[src/rtl/scan_decoder.sv]
// scan_decoder: registered 1-of-2^SEL_W active-low decoder with G1/G2A_N/G2B_N
// enables and an auto-scan mode for multiplexed digit / LED-row driving.
//
// Ports:
//   clk_i     system clock, rising edge
//   rst_i     synchronous reset, active-high, overrides everything
//   g1_i      enable, active-high
//   g2a_n_i   enable, active-low
//   g2b_n_i   enable, active-low
//   mode_i    0 = direct decode of sel_i, 1 = auto-scan 0..last_i
//   sel_i     index used in direct mode
//   div_i     scan step period is div_i+1 clock cycles
//   last_i    highest scanned index; scan wraps to 0 after it
//   y_n_o     decoded outputs, active-low, at most one bit low
//   idx_o     index currently driven
//   valid_o   registered enable; high when one y_n_o bit is low
//   wrap_o    one-cycle pulse coincident with the scan index returning to 0
module scan_decoder #(
    parameter int unsigned SEL_W = 3,
    parameter int unsigned DIV_W = 16
) (
    input  logic                  clk_i,
    input  logic                  rst_i,
    input  logic                  g1_i,
    input  logic                  g2a_n_i,
    input  logic                  g2b_n_i,
    input  logic                  mode_i,
    input  logic [SEL_W-1:0]      sel_i,
    input  logic [DIV_W-1:0]      div_i,
    input  logic [SEL_W-1:0]      last_i,
    output logic [2**SEL_W-1:0]   y_n_o,
    output logic [SEL_W-1:0]      idx_o,
    output logic                  valid_o,
    output logic                  wrap_o
);

    localparam int unsigned OUTS = 2**SEL_W;

    logic [OUTS-1:0]  y_n_d,   y_n_q;
    logic [SEL_W-1:0] idx_d,   idx_q;
    logic             valid_d, valid_q;
    logic             wrap_d,  wrap_q;
    logic [DIV_W-1:0] cnt_d,   cnt_q;

    logic en;
    logic tick;

    assign en   = g1_i & ~g2a_n_i & ~g2b_n_i;
    // Equality, not >=: if div_i drops below cnt_q the counter rolls over
    // through its maximum without ticking.
    assign tick = (cnt_q == div_i);

    always_comb begin
        cnt_d   = cnt_q;
        idx_d   = idx_q;
        valid_d = 1'b0;
        wrap_d  = 1'b0;

        if (en) begin
            valid_d = 1'b1;
            if (!mode_i) begin
                idx_d = sel_i;
                cnt_d = '0;
            end else if (tick) begin
                cnt_d = '0;
                // >= so that lowering last_i below idx_q wraps on the next tick
                if (idx_q >= last_i) begin
                    idx_d  = '0;
                    wrap_d = 1'b1;
                end else begin
                    idx_d = idx_q + 1'b1;
                end
            end else begin
                cnt_d = cnt_q + 1'b1;
            end
        end
        // When disabled idx and the divider freeze so a scan resumes seamlessly.

        y_n_d = valid_d ? ~(OUTS'(1) << idx_d) : '1;
    end

    always_ff @(posedge clk_i) begin
        if (rst_i) begin
            y_n_q   <= '1;
            idx_q   <= '0;
            valid_q <= 1'b0;
            wrap_q  <= 1'b0;
            cnt_q   <= '0;
        end else begin
            y_n_q   <= y_n_d;
            idx_q   <= idx_d;
            valid_q <= valid_d;
            wrap_q  <= wrap_d;
            cnt_q   <= cnt_d;
        end
    end

    assign y_n_o   = y_n_q;
    assign idx_o   = idx_q;
    assign valid_o = valid_q;
    assign wrap_o  = wrap_q;

endmodule

[config.mk]
export PLATFORM = sky130hd
export DESIGN_NAME = scan_decoder
export DESIGN_NICKNAME = d
export VERILOG_FILES = /design/src/rtl/scan_decoder.sv
export SDC_FILE = /design/constraint.sdc
export NUM_CORES = 1
export LEC_CHECK = 0
export ABC_AREA = 1
export BUFFER_PORTS_ARGS = -buffer_cell sky130_fd_sc_hd__buf_2
export CAP_MARGIN = 20
export CORE_MARGIN = 3
export CORE_UTILIZATION = 47
export CTS_BUF_LIST = sky130_fd_sc_hd__clkbuf_8
export DETAILED_ROUTE_END_ITERATION = 8
export PLACE_DENSITY = 0.82
export SKIP_CTS_REPAIR_TIMING = 1
export SLEW_MARGIN = 30
export SYNTH_ARGS = -nofsm -noshare
export SYNTH_HDL_FRONTEND = slang
export SYNTH_SLANG_ARGS = --single-unit
[constraint.sdc]
create_clock -name clk_i -period 2.3 [get_ports clk_i]
set_input_delay 0.115 -clock clk_i [delete_from_list [all_inputs] [get_ports clk_i]]
set_output_delay 0.115 -clock clk_i [all_outputs]
set_load 0.03 [all_outputs]
# --- Yosys cells after proc, flatten, opt, wreduce, memory -nomap -nowiden ---
# Cells that the tools add are included.
word_totals:
  mem_bits_ro: 0
  inputBits: 28
  word_cells: 29
  latchBits: 0
  n_memories: 0
  ram_bits: 0
  ff_bits: 29
op_classes:
  magnitude_cmp: 1
  reduce_logical: 2
  eq_ne: 1
  n_mux: 8
  mul: 0
  shifts: 1
  n_div: 0
  add_sub_neg: 2
  bitwise: 9
ops:
  columns: ["cell", "count"]
  rows:
  - ["$mux W16", 2]
  - ["$add A16 B1 Y16 const B", 1]
  - ["$eq A16 B16 Y1", 1]
  - ["$mux W3", 4]
  - ["$not A8 Y8", 1]
  - ["$shl A1 B3 Y8 const A", 1]
  - ["$not A1 Y1", 6]
  - ["$reduce_or A4 Y1", 1]
  - ["$add A3 B1 Y3 const B", 1]
  - ["$ge A3 B3 Y1", 1]
  - ["$and A1 B1 Y1", 2]
  - ["$mux W1", 2]
  - ["$reduce_or A2 Y1", 1]

# --- Longest topological paths before layout ---
depth:
  word_depth: 7
  ltp_mapped: 13

# --- Worst setup path after synthesis ---
# No wires, ideal clock.
synth_path:
  kind: "reg-to-reg"
  from: "register idx_q[2], in the netlist idx_o[2]"
  to: "register y_n_q[5], in the netlist y_n_o[5]"
  setup_slack_ns: 0.467
  arrival_time_ns: 1.706
  setup_time_ns: 0.127
  required_time_ns: 2.173
  path_stages_with_launch: 10
  cell_sequence: "dfxtp_1 ha_1 a21oi_1 nand3_1 nor3_1 nand3_1 nand2_1 nand2_2 a21oi_2 nand3_1"
synth_between:
  elab_chain_cells: 7
  word_cells_on_any_way: 8
  cone_classes: "1 x add/sub; 1 x order compare; 1 x shift; 4 x mux; 1 x bitwise"
synth_lines:
  columns: ["element", "line", "text"]
  rows:
  - ["start, declared", "40", "logic [SEL_W-1:0] idx_d, idx_q;"]
  - ["start signal, assigned", "91", "idx_q <= idx_d;"]
  - ["$add A3 B1 Y3 / $ge A3 B3 Y1 (equally long branches)", "71, 67", null]
  - ["$mux W3", "67", "if (idx_q >= last_i) begin"]
  - ["$mux W3", "64", "end else if (tick) begin"]
  - ["$mux W3", "61", "if (!mode_i) begin"]
  - ["$mux W3 (*)", "59", "if (en) begin"]
  - ["$shl A1 B3 Y8 (*)", "79", "y_n_d = valid_d ? ~(OUTS'(1) << idx_d) : '1;"]
  - ["$not A8 Y8 (*)", "79", null]
  - ["end signal, assigned", "90", "y_n_q <= y_n_d;"]
  - ["end, declared", "39", "logic [OUTS-1:0] y_n_d, y_n_q;"]
# Mark *: on every way between the ends. The rest lies on a longest branch, timed or not.
# A chain may end at the register's enable or synchronous reset.

# --- Worst setup path after layout ---
layout_path:
  from: "register idx_q[2], in the netlist idx_o[2]"
  to: "register y_n_q[6], in the netlist y_n_o[6]"
# Same word-level chain as after synthesis.

==> impl_results.md <==
- Most used cell, CP: nand3_1
- # clock sinks: 29
- CTS tree: done
- Crit path capture type: flip-flop
- Crit start category: flip-flop
- WL/cell: 10.02 um
- Final period utilization: 77.96%
- Mapped Nets: 293
- Final wirelength: 3.536 mm
- R2R Path Start: idx_o[2]
- Core ar.: 0.003416 mm^2
- Clock skew: 0.006078 ns
- Power share of the combinational group: 11.4%
- Initial antenna violation count: 0
- Crit path DAT: 1.95 ns
- Row count: 21
- Post-synth EDFFs: 0
- Hold endpoint: idx_o[0]
- Max Fanout on Critical Path: 6
- Synth warn: 0
- Clk pin slew, worst setup/hold paths: 0.07 ns
- Max Clk Rate: 0.5577 GHz
- Sequential Power Share: 49.5%
- DP Cell Count: 345
- GPL Wtd Cong: 0.8234
- Fin. max-slew vios: 0
- Setup TNS: 0 ns
- # fillers: 334
- Vias in the first global route: 1490
- Drc violations: 0
- Top FF cell, synth: dfxtp_1
- Synthesized area per cell: 6.564 um^2
- Vias: 1656
- Synth area leaders: dfxtp_1, nand2_1, inv_1, nor2_1, nand3_1
- Buffers on Ports: 40
- Power Dens Cells: 506.5 mW/mm^2
- Min-delay worst type: input port to flip-flop
- Worst reg2reg path depth: 9
- Mapped Area: 0.001707 mm^2
- Worst rel slew slack: 77.30%
- Slowest-stage cell, CP: dfxtp_1
- Fraction of layout cells with a size suffix above 1: 24.76%
- CTS Buf Count: 5
- Run status: completed
- Antenna-violating nets left: 0
- Nets: 339
- CP peak stage delay: 0.41 ns
- Cell internal power dissipation: 0.7624 mW
- DIE HEIGHT: 66.26 um
- Max cap viols: 0
- Yosys reg bits: 29
- R2r endpoint: y_n_o[6]
- Die Width: 66.26 um
- R2R Setup Slk: 0.51 ns
- Pre-antenna DRT Iters: 4
- Async SR Flop Fraction: 0%
- Hold_sp: rst_i
- Initial drt markers: 61
- Clock buffer depth: 2
- Initial Util: 49.96%
- H-tree depth: 2
- Req. time, crit path: 2.46 ns
- Yosys cell types: 27
- Endpoints failing setup: 0
- Area leader, netlist: dfxtp_1
- Period minus WS final: 1.793 ns
- Die footprint: 0.004390 mm^2
- Diodes inserted: 0
- Fin Hold WS: 0.1299 ns
- Worst skew pair latency: 0.28 ns
- Hold Path Depth: 2
- GRT Total Usage: 17.45%
- Count leader, synth: nand2_1
- CP cell instances: ha_1 -> a21oi_1 -> nand3_1 -> nor3_1 -> nand3_1 -> nand2_1 -> nand2_2 -> a21oi_2 -> nand3_1
- Endpoints failing hold: 0
- Post-synth top cells: nand2_1, inv_1, nor2_1
- Post-synth top area share: 34.02%
- Placed wire-length estimate: 2.826 mm
- Worst Max-Slew Pin Slew: 0.3373 ns
- Clock group share of total power: 39.0%
- Via density: 4.691
- Area Overhead vs Synth: 19.50%
- Largest net degree at the start of global routing: 14
- Lkg Pwr: 0.9762 nW
- GRT overflow: 0
- Syn Inst Count: 260
- Unrepaired setup endpoints after global routing: no
- Layout Cells excl Fill: 353
- P_sw: 0.2705 mW
- Peak VDD IR: 0.3939 mV
- # IOs: 41
- Post-synthesis sequential area ratio: 34.02%
- Switching Share: 26.19%
- WS Path Type: flip-flop to flip-flop
- Root buffer cell: clkbuf_8
- First-pass GRT wire length: 6.037 mm
[per-layer routing]
metal  wire length (um)  vias to the layer above  share of wire, %  track usage [%]
li1                   -                      897                 -                -
met1               1621                      720                46            20.93
met2               1718                       33                49            30.48
met3                146                        6               4.1            3.912
met4                 49                        0               1.4            5.584
met5                  0                        -                 0                0
[flip-flops by register name (all words and copies together) (netlist names)]
name and cells:
idx_o 3, cnt_q 16, valid_o 1, wrap_o 1, y_n_o 8
[metrics by stage]
step | utilization (%) | area (um^2) | setup WS [ns] | total power [mW]
6_report | 59.71 | 2039 | 0.5070 | 1.033
4_1_cts | 59.71 | 2039 | 0.5241 | 1.040
3_3_place_gp | 57.18 | 1953 | 0.6132 | 0.6389
2_1_floorplan | - | 1707 | 0.4674 | 0.5978
3_5_place_dp | 57.18 | 1953 | 0.5453 | 0.6406
5_1_grt | 59.71 | 2039 | 0.2932 | 1.078
[worst max-delay path by stage]
| stage | from | end | slack (ns) | cells past startpoint |
|---|---|---|---|---|
| after floorplan | idx_o[2] | y_n_o[5] | 0.47 | 9 |
| after global placement | idx_o[2] | y_n_o[7] | 0.61 | 9 |
| after detailed placement | idx_o[2] | y_n_o[6] | 0.55 | 9 |
| after CTS | idx_o[2] | y_n_o[7] | 0.52 | 9 |
| after global routing | idx_o[2] | y_n_o[7] | 0.29 | 9 |
| final | idx_o[2] | y_n_o[6] | 0.51 | 9 |
[power by group through the flow]
stage / clock, mW / sequential [mW] / combinational [mW]
floorplan: 0 / 0.529 / 0.0693
global placement: 0 / 0.523 / 0.116
detailed placement: 0 / 0.523 / 0.118
CTS: 0.409 / 0.512 / 0.119
global route: 0.432 / 0.512 / 0.134
finish: 0.403 / 0.512 / 0.118
[cell usage in the layout, fill, tap and decap left out, drive strengths merged]
cell	instances
ha	5
or2	1
nor3	9
nand2	84
clkinv	2
nor3b	2
buf	40
nor4	1
a21oi	12
o211ai	1
o21ai	4
xor2	3
nand4	2
nand3	18
a211oi	2
clkinvlp	1
dfxtp	29
clkbuf	5
nor2	38
inv	47
and3	1
[worst max-delay path, delay by kind of cell, from the launching register on]
| family | cells | cell delay (ns) |
|---|---|---|
| simple gates | 6 | 0.64 |
| fa+ha+maj | 1 | 0.29 |
| compound gates | 2 | 0.34 |
| flops | 1 | 0.41 |
[cell families (layout without fill, tap and decap cells)]
logic type | Yosys count | after routing | synth area share, %
buf+inv | 48 | 95 | 11.29
fa+ha+maj | 5 | 5 | 3.666
xor+xnor | 3 | 3 | 1.540
compound gates | 19 | 19 | 6.232
flops | 29 | 29 | 34.02
simple gates | 156 | 156 | 43.26
[final cells by class]
class / instances / area (um^2) / area share (%)
Tap cell: 46 / 57.56 / 2.822
Sequential cell: 29 / 580.6 / 28.47
Inverter: 47 / 181.4 / 8.896
Clock buffer: 5 / 68.82 / 3.374
Timing Repair Buffer: 40 / 200.2 / 9.816
Multi-Input combinational cell: 183 / 933.4 / 45.77
Clock inverter: 3 / 17.52 / 0.8589
Note: power is estimated with default switching activity, not from simulation.
